**config.mk**
```make
export PLATFORM = sky130hd
export DESIGN_NAME = spike_scheduler
export DESIGN_NICKNAME = d
export VERILOG_FILES = /design/src/rtl/snn_pkg.sv /design/src/rtl/snn_rr_pick.sv /design/src/rtl/spike_scheduler.sv
export SDC_FILE = /design/constraint.sdc
export NUM_CORES = 1
export LEC_CHECK = 0
export ABC_AREA = 1
export BUFFER_PORTS_ARGS = -buffer_cell sky130_fd_sc_hd__buf_2
export CORE_MARGIN = 8
export CORE_UTILIZATION = 50
export DETAILED_ROUTE_END_ITERATION = 10
export PLACE_DENSITY = 0.73
export SLEW_MARGIN = 20
export SYNTH_ARGS = -nofsm -noshare
export SYNTH_HDL_FRONTEND = slang
export SYNTH_SLANG_ARGS = --single-unit
```
**constraint.sdc**
```tcl
create_clock -name i_clk -period 6.2 [get_ports i_clk]
set_input_delay 0.31 -clock i_clk [delete_from_list [all_inputs] [get_ports i_clk]]
set_output_delay 0.31 -clock i_clk [all_outputs]
set_load 0.005 [all_outputs]
```
**src/rtl/snn_pkg.sv**
```systemverilog
// Shared types for the spike scheduler slice.
// FSM state encoding and default neuron count.
package snn_pkg;

  typedef enum logic [1:0] {
    ST_IDLE  = 2'd0,
    ST_ISSUE = 2'd1,
    ST_GAP   = 2'd2
  } state_t;

  localparam int N_DEF = 8;

endpackage

```
**src/rtl/snn_rr_pick.sv**
```systemverilog
// Combinational round-robin picker over P_N requesters.
// Search starts just above ptr and wraps from P_N to 1.
module snn_rr_pick
  import snn_pkg::*;
#(
  parameter int P_N = N_DEF,
  parameter int PW  = $clog2(P_N + 1)
) (
  input  logic [P_N:1]  req,
  input  logic [PW-1:0] ptr,
  output logic [P_N:1]  grant,
  output logic          any
);

  logic [2*P_N-1:0] dbl;
  logic [2*P_N-1:0] msk;
  logic [2*P_N-1:0] hit;
  logic             found;

  // Bit j of the doubled vector is neuron (j mod P_N)+1;
  // masking below ptr leaves ptr+1..P_N then the wrapped copy.
  always_comb begin
    dbl   = {req, req};
    msk   = '0;
    grant = '0;
    found = 1'b0;
    for (int j = 0; j < 2*P_N; j++) begin
      msk[j] = (j >= int'(ptr));
    end
    hit = dbl & msk;
    for (int j = 0; j < 2*P_N; j++) begin
      if (!found && hit[j]) begin
        found                = 1'b1;
        grant[(j % P_N) + 1] = 1'b1;
      end
    end
    any = |req;
  end

endmodule

```
**src/rtl/spike_scheduler.sv**
```systemverilog
// Serialises latched neuron spike events onto a one-hot index bus,
// one grant at a time, round-robin, with a hold and quiet gap.
module spike_scheduler
  import snn_pkg::*;
#(
  parameter int P_N    = N_DEF,
  parameter int P_HOLD = 1,
  parameter int P_GAP  = 3
) (
  input  logic         i_clk,
  input  logic         i_rst,
  input  logic [P_N:1] i_req,
  input  logic         i_en,
  input  logic         i_flush,
  output logic [P_N:1] o_index,
  output logic         o_valid,
  output logic         o_busy,
  output logic [P_N:1] o_pending,
  output logic         o_drop
);

  localparam int PW = $clog2(P_N + 1);
  localparam int MX = (P_HOLD > P_GAP) ? P_HOLD : P_GAP;
  localparam int CW = $clog2(MX + 1);
  localparam logic [CW-1:0] HOLD_LD = CW'(P_HOLD - 1);
  localparam logic [CW-1:0] GAP_LD  =
    (P_GAP > 0) ? CW'(P_GAP - 1) : '0;

  state_t        state;
  logic [CW-1:0] cnt;
  logic [PW-1:0] ptr;
  logic [PW-1:0] pick_idx;
  logic [P_N:1]  req_d;
  logic [P_N:1]  rise;
  logic [P_N:1]  pick;
  logic [P_N:1]  clr;
  logic [P_N:1]  pend_nxt;
  logic          drop_nxt;
  logic          any;
  logic          take;

  snn_rr_pick #(
    .P_N (P_N),
    .PW  (PW)
  ) u_pick (
    .req   (o_pending),
    .ptr   (ptr),
    .grant (pick),
    .any   (any)
  );

  assign rise   = i_req & ~req_d;
  assign take   = (state == ST_IDLE) & i_en & any & ~i_flush;
  assign clr    = take ? pick : '0;
  assign o_busy = (state != ST_IDLE);

  // A new edge re-arms a bit even if it is granted this cycle.
  always_comb begin
    pend_nxt = '0;
    drop_nxt = 1'b0;
    if (!i_flush) begin
      pend_nxt = (o_pending & ~clr) | rise;
      drop_nxt = |(rise & o_pending & ~clr);
    end
  end

  always_comb begin
    pick_idx = '0;
    for (int k = 1; k <= P_N; k++) begin
      if (pick[k]) pick_idx = PW'(k);
    end
  end

  always_ff @(posedge i_clk or posedge i_rst) begin
    if (i_rst) begin
      state     <= ST_IDLE;
      cnt       <= '0;
      ptr       <= PW'(P_N);
      req_d     <= '0;
      o_pending <= '0;
      o_drop    <= 1'b0;
      o_index   <= '0;
      o_valid   <= 1'b0;
    end else begin
      req_d     <= i_req;
      o_pending <= pend_nxt;
      o_drop    <= drop_nxt;
      if (i_flush) begin
        state   <= ST_IDLE;
        cnt     <= '0;
        o_index <= '0;
        o_valid <= 1'b0;
      end else begin
        unique case (state)
          ST_IDLE: begin
            if (take) begin
              o_index <= pick;
              o_valid <= 1'b1;
              ptr     <= pick_idx;
              cnt     <= HOLD_LD;
              state   <= ST_ISSUE;
            end
          end
          ST_ISSUE: begin
            if (cnt == '0) begin
              o_index <= '0;
              o_valid <= 1'b0;
              if (P_GAP > 0) begin
                state <= ST_GAP;
                cnt   <= GAP_LD;
              end else begin
                state <= ST_IDLE;
              end
            end else begin
              cnt <= cnt - 1'b1;
            end
          end
          ST_GAP: begin
            if (cnt == '0) state <= ST_IDLE;
            else           cnt   <= cnt - 1'b1;
          end
          default: state <= ST_IDLE;
        endcase
      end
    end
  end

endmodule

```
* After elaboration in Yosys (flattened, before gate mapping)
Index checks and enable logic that the tools add are counted. Widths: inputs -> output; s select.
Cells by class: add/subtract/negate cells 1, magnitude comparators 15, eq/ne operators 6, multiplexer cells 59, bitwise operators 12, reduce and logical (&&, ||, !) cells 41
Operators with widths (count):
- $mux 8 | 5
- $mux 1 | 35
- $and 8x8->8 | 4
- $ge 4x4->1 const A | 7
- $mux 4 | 7
- $and 16x16->16 | 1
- $ge 3x4->1 const A | 4
- $mux 2 | 8
- $not 8->8 | 2
- $pmux 8 s2 | 1
- $reduce_or 8->1 | 2
- $logic_and 1x1->1 | 15
- $logic_not 1->1 | 15
- $ne 3x3->1 const B | 4
- $pmux 2 s3 | 2
- $reduce_and 3->1 | 4
- $ge 1x4->1 const A | 2
- $ge 2x4->1 const A | 2
- $or 8x8->8 | 1
- $logic_not 2->1 | 2
- $reduce_bool 4->1 | 1
- $and 1x1->1 | 3
- $reduce_bool 3->1 | 1
- $eq 2x1->1 const B | 1
- other kinds (5) | 5
Word-level totals: register bits after elaboration 34

* Depth between registers and ports, before layout
Gate-level depths: netlist (run 1).
word-level depth 53, mapped depth 18, depth with buffers taken out 18

* By module
From an unflattened synthesis (run 1), not the netlist that was laid out.
Second synthesis, totals: cells, all modules 255, area, all modules 1965.6 um^2
Modules (own cells, without submodules):
- spike_scheduler | times used 1, cells each 190, area an instance 1611.5 um^2
- snn_rr_pick | times used 1, cells each 65, area an instance 354.1 um^2

* Worst setup path after synthesis (run 1)
OpenSTA, ideal clock, no wires.
kind reg2reg, start register ptr[3], end register o_drop, arrival 1916 ps, data required time 6079 ps, path slack 4163 ps, stages on the path, launching flop included 16, cells stage by stage dfstp_2 nor2_2 nand2_1 nand3_2 nor2_4 nand4_2 nor2_4 nand4_4 nor2_4 nand2_2 o21ai_2 nand2_2 nand2_1 nand3_1 nor2_1 nor2_1
On the way: cells in the longest elaborated chain, start to end 53
RTL lines:
- start: declaration | line spike_scheduler.sv:31 | logic [PW-1:0] ptr;
- start signal: assignment | line spike_scheduler.sv:78 | ptr <= PW'(P_N);
- start signal: assignment | line spike_scheduler.sv:99 | ptr <= pick_idx;
- $ge 1x4->1 | line snn_rr_pick.sv:28 | msk[j] = (j >= int'(ptr));
- $and 16x16->16 * | line snn_rr_pick.sv:30 | hit = dbl & msk;
- $mux 1 | line snn_rr_pick.sv:32 | if (!found && hit[j]) begin
- $logic_not 1->1 | line snn_rr_pick.sv:32
- $logic_and 1x1->1 | line snn_rr_pick.sv:32
- $mux 1 | line snn_rr_pick.sv:32
- $logic_not 1->1 | line snn_rr_pick.sv:32
- $logic_and 1x1->1 | line snn_rr_pick.sv:32
- [38 not listed]
- $logic_and 1x1->1 | line snn_rr_pick.sv:32
- $mux 1 | line snn_rr_pick.sv:32
- $mux 8 * | line spike_scheduler.sv:54 | assign clr = take ? pick : '0;
- $not 8->8 * | line spike_scheduler.sv:63 | drop_nxt = |(rise & o_pending & ~clr);
- $and 8x8->8 * | line spike_scheduler.sv:63
- $reduce_or 8->1 * | line spike_scheduler.sv:63
- $mux 1 * | line spike_scheduler.sv:61 | if (!i_flush) begin
- net drop_nxt | line spike_scheduler.sv:38 | logic drop_nxt;
- end signal: assignment | line spike_scheduler.sv:87 | o_drop <= drop_nxt;
- end: declaration | line spike_scheduler.sv:19 | output logic o_drop
Mark *: on every way through the listed nets, which the timed path passes. The rest lies on a longest branch. A chain may end at the register's enable or synchronous reset.

* Worst setup path in the final report (run 1)
start register state[1], end register o_drop
On the way: cells in the longest elaborated chain, start to end 9
RTL lines:
- start: declaration | line spike_scheduler.sv:29 | state_t state;
- start signal: assignment | line spike_scheduler.sv:76 | state <= ST_IDLE;
- start signal: assignment | line spike_scheduler.sv:89 | state <= ST_IDLE;
- start signal: assignment | line spike_scheduler.sv:101 | state <= ST_ISSUE;
- $logic_not 2->1 | line spike_scheduler.sv:53 | assign take = (state == ST_IDLE) & i_en & any & ~i_flush;
- $and 1x1->1 (3 in a row) | line spike_scheduler.sv:53
- $mux 8 | line spike_scheduler.sv:54
- $not 8->8 | line spike_scheduler.sv:63
- $and 8x8->8 | line spike_scheduler.sv:63
- $reduce_or 8->1 | line spike_scheduler.sv:63
- $mux 1 | line spike_scheduler.sv:61
- net drop_nxt | line spike_scheduler.sv:38
The timed path passes the listed nets, and every way through them passes these cells.

==> flow_metrics.tcl, run 1 <==
set metrics [dict create \
    synthMuxAreaShare_pct 0 \
    grt_max_degree 35 \
    holdBufCountCts 0 \
    hp-class "input port to async pin" \
    drcViolationCount 0 \
    synth_fp_nets 279 \
    avgSynthCellArea_um2 7.61 \
    max_cap_violations 0 \
    dp_hpwl_um 3570 \
    yosys_warnings 0 \
    vias 1802 \
    wl_met3_um 226 \
    path_cells "inv_1 -> ha_1 -> nand2_1 -> nor3_2 -> nand2_1 -> nand2_1 -> nand2_1 -> nor2_1 -> nand2_1 -> nor2_1 -> nand3_1 -> nor2_1 -> nor2_1" \
    finalHoldViolations 0 \
    path_class "flop to flop" \
    drive_gt1_share_pct 19.1 \
    wl_um 4600 \
    setup_ws_ns 3.68 \
    path_clk_slew_ns 0.07 \
    start_kind "flop" \
    drtAntennaViolNets 0 \
    slowest_stage "nor3_2" \
    wl_met2_um 2200 \
    io_buffers 30 \
    power_density_nw_per_um2 360 \
    synthArstFlopShare_pct 100 \
    cts_buffer_depth 2 \
    area.growth.synth_to_final_pct 15.2 \
    firstDrtPassIters 4 \
    yosysTopAreaCellShare_pct 41.6 \
    top_layer_used "met4" \
    synth_seq_area_share_pct 42.9 \
    setup_viol_count_final 0 \
    p_leak_nw 1.19 \
    synth_top_cell_by_area "dfrtp_1" \
    synth.area.top_cells "dfrtp_1 42%, inv_1 11%, nand2_1 9.8%" \
    clockRootBuffer "clkbuf_8" \
    synth_top_family_by_area "simple AND/OR/NAND/NOR gates" \
    fmax_mhz 396 \
    ys_ff_latch 34 \
    synthCells 261 \
    power_w 0.000824 \
    diodes 0 \
    cts_resized 0 \
    postCtsSetupRepairBufs 0 \
    synth_edf_count 0 \
    cts_tree "yes" \
    slew_viol_final 0 \
    cts.sinks 34 \
    ys_types 29 \
    synth.cell_area_um2 1990 \
    cp_max_fo 17 \
    cts_made_buffers 5 \
    synthMostInstantiatedCell "inv_1" \
    insertion_delay_ns 0.28 \
    track_usage_pct 15.6 \
    num_rows 23 \
    vias_per_cell 5.18 \
    stdcell_area_um2 2290 \
    grt_pass1_vias 1787 \
    dpl_cell_area_um2 2200 \
    cp.required_ns 6.37 \
    synth_xor_area_share_pct 0 \
    period_minus_slack_ns 2.52 \
    nNetsFinal 315 \
    io-pin-count 31 \
    drt-met1-wl_um 2090 \
    max_stage_delay_ns 0.79 \
    endpoint_kind "flop" \
    routedWlPerCell_um 13.2 \
    synthSimpleGateAreaFrac_pct 28.1 \
    dieHeight_um 79.0 \
    clock_skew_ns 0.00800 \
    status "completed" \
    ir_worst_vdd_mv 0.196 \
    rsz0062_at_grt "false" \
    dieArea_um2 6250 \
    drt-initial-drc-count 164 \
    cp.arrival_ns 2.69 \
    htreeDepth 2 \
    ys_top_cells_by_count "59 x inv_1, 52 x nand2_1, 33 x dfrtp_1" \
    cpMostUsedCell "nand2_1" \
    core_area_um2 3910 \
    antenna_found_initial 0 \
    post-route-period-util_pct 40.7 \
    synthAdderAreaFrac_pct 3.78 \
    tightestPinTransition_ns 0.978 \
    reg2reg_setup_slack_ns 3.68 \
    start_util_pct 50.8 \
    synth_compound_area_share_pct 13.2 \
    fin_setup_tns_ns 0 \
    die_w_um 79.0 \
    place.gp.congestion 0.921 \
    dp_slack_ns 3.68 \
    slew_headroom_pct 34.4 \
    grt-ovfl-total 0 \
    synth_ff_type "dfrtp_1" \
    grt_pass1_wl_um 8000 \
]
[area by class of cell]
cell class / instances / area [um2]
Fill cell: 385 / 1620
Tap cell: 50 / 62.6
Timing Repair Buffer: 31 / 158
Inverter: 61 / 229
Clock buffer: 7 / 86.3
Sequential cell: 34 / 852
Clock inverter: 1 / 5.00
Multi-Input combinational cell: 164 / 897
[power by group]
group	leakage [nW]	internal (W)	total [W]	switching [W]
sequential	0.436	0.000266	0.000305	0.0000391
clock	0.0482	0.0000895	0.000167	0.0000778
combinational	0.709	0.000120	0.000352	0.000232
[cells by family (layout without fill, tap and decap cells)]
logic type	count (synthesis)	after routing
AND/OR/NAND/NOR	114	114
buffers and inverters	63	100
AO/OA/AOI/OAI	44	44
flip-flops	34	34
adder cells (fa/ha/maj)	6	6
[routing by layer]
metal  vias to the layer above  track usage [%]
li1                        907                -
met1                       829             19.1
met2                        52             25.8
met3                        14             3.84
met4                         0             5.93
met5                         -                0
[cell usage in the layout, fill, tap and decap left out, types with 3 or more instances in the layout]
cell,count
nor2_1,22
inv_1,59
o21ai_0,13
nand2_2,3
nand3_1,13
nand2_1,52
nor2_4,3
dfrtp_1,33
clkbuf_8,6
buf_2,30
a21oi_1,16
nor3_1,3
nand3_2,3
ha_1,6
nand4_1,11
o22ai_1,9
[stage by stage]
step           utilization (%)  std cells  hold WS [ns]
6_report                  58.5        348         0.111
5_1_grt                   58.5        348         0.132
4_1_cts                   58.5        348         0.118
3_5_place_dp              56.2        340         0.429
3_3_place_gp              56.2        340         0.428
2_1_floorplan                -        261         0.341
[sequential cells by signal, indices dropped and copies added (netlist names)]
signal,count
cnt,2
o_pending,8
state,2
ptr,4
o_index,8
o_drop,1
req_d,8
o_valid,1
[critical path: cells and delay by family, from the launching register on]
kind                     cells  cell delay [ns]
AND/OR/NAND/NOR             11             1.72
flip-flops                   1             0.40
adder cells (fa/ha/maj)      1             0.20
buffers and inverters        1             0.10
[final timing paths]
check | from | to | cells past startpoint
max in group asynchronous | i_rst | ptr[3] | 3
hold / removal | i_rst | req_d[3] | 3
min in group i_clk | i_req[2] | req_d[2] | 1
hold reg to reg | req_d[5] | o_pending[5] | 3
setup reg to reg | state[1] | o_drop | 13
setup / recovery | state[1] | o_drop | 13
No activity file was read; power rests on OpenSTA's default activity.
==> run 2, diff against run 1 <==
--- a/config.mk
+++ b/config.mk
@@ -10,7 +10,7 @@
 export CORE_MARGIN = 8
 export CORE_UTILIZATION = 50
 export DETAILED_ROUTE_END_ITERATION = 10
-export PLACE_DENSITY = 0.73
+export PLACE_DENSITY = 0.75
 export SLEW_MARGIN = 20
 export SYNTH_ARGS = -nofsm -noshare
 export SYNTH_HDL_FRONTEND = slang
==> constraint.sdc (replaced) <==
create_clock -name i_clk -period 2.1 [get_ports i_clk]
set_input_delay 0.105 -clock i_clk [delete_from_list [all_inputs] [get_ports i_clk]]
set_output_delay 0.105 -clock i_clk [all_outputs]
set_load 0.005 [all_outputs]
==> flow_metrics.tcl, run 2 (synthesis gave the netlist of run 1 again) <==
set metrics [dict create \
    status "finished with violations" \
    failed_checks "setup timing" \
    die_w_um 79.0 \
    max_stage_delay_ns 0.59 \
    track_usage_pct 17.3 \
    dp_slack_ns -0.0793 \
    largest_registers "o_index (8), o_pending (8), req_d (8)" \
    endpoint_kind "flop" \
    path_cells "nor2_4 -> nand2_2 -> nand3_4 -> nor2_4 -> nand4_4 -> nor2_4 -> nand4_4 -> nor2_4 -> nand2_2 -> o21ai_4 -> buf_4 -> nor2_1 -> nand3_1 -> nand2_1 -> o21ai_0" \
    r2r_start "ptr[3]" \
    htreeDepth 2 \
    antenna_found_initial 0 \
    cp.arrival_ns 2.47 \
    clockRootBuffer "clkbuf_8" \
    vias_per_cell 5.13 \
    hp-class "input port to flop" \
    io-pin-count 31 \
    rsz0062_at_grt "true" \
    area.growth.synth_to_final_pct 37.8 \
    drtAntennaViolNets 0 \
    insertion_delay_ns 0.30 \
    grt-ovfl-total 0 \
    period_minus_slack_ns 2.28 \
    drive_gt1_share_pct 32.2 \
    worst-r2r-cell-count 15 \
    dieHeight_um 79.0 \
    multi_input_area_um2 1010 \
    tightestPinTransition_ns 0.579 \
    grt_pass1_vias 1892 \
    register_area_um2 855 \
    cp.required_ns 2.30 \
    clock_skew_ns 0.0132 \
    max_cap_violations 0 \
    fin_setup_tns_ns -0.835 \
    cp_max_fo 5 \
    drt-initial-drc-count 204 \
    path_class "flop to flop" \
    nFillCells 309 \
    crit_start "ptr[3]" \
    drcViolationCount 0 \
    setup_viol_count_final 8 \
    critPathCapture "ptr[2]" \
    slowest_stage "dfstp_2" \
    grt_pass1_wl_um 8610 \
    firstDrtPassIters 4 \
    routedWlPerCell_um 14.4 \
    nNetsFinal 349 \
    path_clk_slew_ns 0.08 \
    cts_buffer_depth 2 \
    io_buffers 30 \
    layout_commonest_cell "inv_1" \
    slew_viol_final 0 \
    cts.sinks 34 \
    vias 1958 \
    wl_um 5510 \
    dp_hpwl_um 3830 \
    grt_max_degree 35 \
    diodes 0 \
    p_leak_nw 1.40 \
    reg2reg_setup_slack_ns -0.18 \
    start_kind "flop" \
    cts_made_buffers 5 \
    power_density_nw_per_um2 1130 \
    post-route-period-util_pct 108 \
    final_cell_mix "58 x inv_1, 44 x nand2_1, 31 x dfrtp_1" \
    setup_ws_ns -0.175 \
    cts_tree "yes" \
    slew_headroom_pct 61.0 \
    fmax_mhz 439 \
    num_rows 23 \
    ir_worst_vdd_mv 0.662 \
    core_area_um2 3910 \
    place.gp.congestion 0.920 \
    cpMostUsedCell "nor2_4" \
    utilization_pct 69.9 \
    r2r-end "ptr[2]" \
    finalHoldViolations 0 \
    start_util_pct 50.8 \
    dieArea_um2 6250 \
]
==> run 2: cell types whose count changed in the layout (fill, tap and decap cells not counted), moves of 3 or more <==
cell           previous run  this run
buf_4                     1        25
dlygate4sd3_1             0         9
nand2_1                  52        44
nand2_2                   3        11
nand3_1                  13         9
nor2_1                   22        19
o21ai_0                  13         9
o21ai_1                   0         3
==> run 2: timing repair <==
item	4_1_cts	5_1_grt
cloned	0	0
resized for setup	2	33
setup endpoints to repair	4	13
pin swaps	0	11
endpoints found under the hold margin	41	0
setup buffers	0	6
hold buffers	9	0
==> run 2: layout make-up <==
| cell class | count | area share, % |
|---|---|---|
| Clock buffer | 5 | 2.51 |
| Inverter | 61 | 8.36 |
| Sequential cell | 34 | 31.2 |
| Tap cell | 50 | 2.29 |
| Timing Repair Buffer | 65 | 16.0 |
| Multi-Input combinational cell | 164 | 37.1 |
| Clock inverter | 3 | 2.51 |
==> run 2: worst min-delay path by stage <==
stage / start / to / slack (ns) / cells past startpoint
6_report: i_flush / o_drop / 0.15 / 2
3_5_place_dp: i_rst / o_index[6] / 0.23 / 3
5_1_grt: i_flush / o_drop / 0.15 / 2
4_1_cts: i_flush / o_drop / 0.15 / 2
2_1_floorplan: i_req[1] / req_d[1] / 0.14 / 0
3_3_place_gp: i_rst / o_index[6] / 0.22 / 3
==> run 2: critical path, delay by kind of cell, from the launching register on <==
kind / cells / cell delay (ns)
simple gates: 12 / 1.20
flops: 1 / 0.59
compound gates: 2 / 0.25
buf+inv: 1 / 0.14
==> run 2: routing by layer <==
metal	GRT usage (%)	vias to the layer above	wire [um]
li1	-	985	-
met1	20.9	897	2280
met2	28.3	67	2740
met3	4.51	9	371
met4	7.41	0	114
met5	0	-	0
==> run 2: per-stage QoR <==
step / power (W) / hold slack (ns) / cells / cell area [um2]
global route: 0.00330 / 0.154 / 382 / 2740
floorplan: 0.00166 / 0.136 / 261 / 1990
finish: 0.00309 / 0.152 / 382 / 2740
CTS: 0.00287 / 0.149 / 376 / 2580
detailed placement: 0.00210 / 0.230 / 359 / 2340
global placement: 0.00208 / 0.215 / 359 / 2340
==> run 2: report_power, final <==
part | switching, W | internal (W) | total (W)
sequential | 0.000132 | 0.000788 | 0.000920
combinational | 0.000839 | 0.000594 | 0.00143
clock | 0.000263 | 0.000476 | 0.000739
==> run 3, diff against run 2 <==
--- a/config.mk
+++ b/config.mk
@@ -6,11 +6,12 @@
 export NUM_CORES = 1
 export LEC_CHECK = 0
 export ABC_AREA = 1
+export ABC_CLOCK_PERIOD_IN_PS = 2100
 export BUFFER_PORTS_ARGS = -buffer_cell sky130_fd_sc_hd__buf_2
 export CORE_MARGIN = 8
-export CORE_UTILIZATION = 50
+export CORE_UTILIZATION = 45
 export DETAILED_ROUTE_END_ITERATION = 10
-export PLACE_DENSITY = 0.75
+export PLACE_DENSITY = 0.69
 export SLEW_MARGIN = 20
 export SYNTH_ARGS = -nofsm -noshare
 export SYNTH_HDL_FRONTEND = slang
==> flow_metrics.tcl, run 3 (synthesis gave the netlist of run 1 again) <==
set metrics [dict create \
    status "finished with violations" \
    failed_checks "setup timing" \
    cp.arrival_ns 2.37 \
    firstDrtPassIters 4 \
    cts_made_buffers 5 \
    drt-initial-drc-count 150 \
    cp_max_fo 7 \
    tightestPinTransition_ns 0.522 \
    slew_viol_final 0 \
    num_rows 24 \
    dieArea_um2 6800 \
    dieHeight_um 82.5 \
    worst-r2r-cell-count 11 \
    cts.sinks 34 \
    dp_slack_ns -0.124 \
    vias 1996 \
    cts_tree "yes" \
    antenna_found_initial 0 \
    nFillCells 376 \
    start_util_pct 46.3 \
    setup_ws_ns -0.114 \
    clockRootBuffer "clkbuf_8" \
    path_cells "inv_2 -> o211ai_1 -> nand4_1 -> nor2_1 -> nand4_1 -> nand2_2 -> a21oi_1 -> nor2_1 -> nand3_1 -> nor2_1 -> nor2_1" \
    crit_start "ptr[3]" \
    max_cap_violations 0 \
    setup_viol_count_final 2 \
    fin_hold_ws_ns 0.185 \
    htreeDepth 2 \
    routedWlPerCell_um 13.7 \
    endpoint_kind "flop" \
    power_w 0.00289 \
    fin_setup_tns_ns -0.162 \
    power_density_nw_per_um2 1040 \
    dp_hpwl_um 3980 \
    max_stage_delay_ns 0.57 \
    cp.required_ns 2.26 \
    post-route-period-util_pct 105 \
    layout_commonest_cell "inv_1" \
    cts_buffer_depth 2 \
    finalHoldViolations 0 \
    start_kind "flop" \
    hp-class "input port to flop" \
    largest_registers "o_index (8), o_pending (8), req_d (8)" \
    wl_um 5410 \
    core_area_um2 4290 \
    drtAntennaViolNets 0 \
    cpMostUsedCell "nor2_1" \
    min-delay-start "i_flush" \
    track_usage_pct 17.2 \
    slowest_stage "dfstp_2" \
    area.growth.synth_to_final_pct 39.2 \
    whs_path_depth 2 \
    slew_headroom_pct 65.0 \
    path_class "flop to flop" \
    period_minus_slack_ns 2.21 \
    io-pin-count 31 \
    rsz0062_at_grt "true" \
    nNetsFinal 360 \
    insertion_delay_ns 0.28 \
    grt_pass1_vias 1998 \
    io_buffers 30 \
    final_cell_mix "57 x inv_1, 44 x nand2_1, 32 x dfrtp_1, 32 x buf_4, 30 x buf_2" \
    grt_max_degree 35 \
    die_w_um 82.5 \
    r2r_start "ptr[3]" \
    ir_worst_vdd_mv 0.553 \
    path_clk_slew_ns 0.07 \
    grt-ovfl-total 0 \
    p_leak_nw 1.43 \
    drive_gt1_share_pct 32.9 \
    grt_pass1_wl_um 9030 \
    vias_per_cell 5.05 \
    clock_skew_ns 0.00665 \
    drcViolationCount 0 \
    diodes 0 \
    place.gp.congestion 0.928 \
    fmax_mhz 452 \
]
-- run 3: critical path, delay by kind of cell, from the launching register on --
kind	cells	cell delay [ns]
buf+inv	1	0.09
flops	1	0.57
compound gates	2	0.54
simple gates	8	0.88
-- run 3: worst paths after layout --
check | endpoint | slack (ns)
min in group asynchronous | o_valid | 0.45
max reg2reg | o_drop | -0.11
min reg2reg | o_pending[3] | 0.51
max in group asynchronous | ptr[3] | 1.30
min | o_pending[1] | 0.19
max | o_drop | -0.11
-- run 3: final cells by class --
type                       count  area, um2  share of cell area (%)
multi-input combinational    164        990                    35.8
sequential                    34        853                    30.9
timing repair buffer          76        537                    19.4
inverter                      61        229                    8.28
clock buffer                   7       86.3                    3.12
tap                           52       65.1                    2.35
clock inverter                 1       5.00                   0.181
-- run 3: metal layers --
metal / up-vias / GRT usage [%] / share of wire (%)
li1: 994 / - / -
met1: 943 / 21.9 / 45
met2: 52 / 27.8 / 48
met3: 7 / 4.00 / 5.2
met4: 0 / 5.96 / 1.3
met5: - / 0 / 0
-- run 3: report_power, final --
part           leakage [nW]  internal (W)  switching [W]
clock                0.0482      0.000264       0.000234
sequential            0.435      0.000786       0.000109
combinational         0.948      0.000648       0.000846
-- run 3: through the flow --
step	area [um2]	util [%]	instances
6_report	2770	64.4	395
5_1_grt	2770	64.4	395
4_1_cts	2660	61.9	392
3_5_place_dp	2420	56.3	371
3_3_place_gp	2420	56.3	371
2_1_floorplan	1990	-	261
-- run 3: timing repair --
action                     CTS  global route
setup buffers                4             3
setup endpoints to repair    3            13
hold endpoints to repair    41             0
pin swaps                    4             8
hold buffers                 9             0
resized for setup            9            24
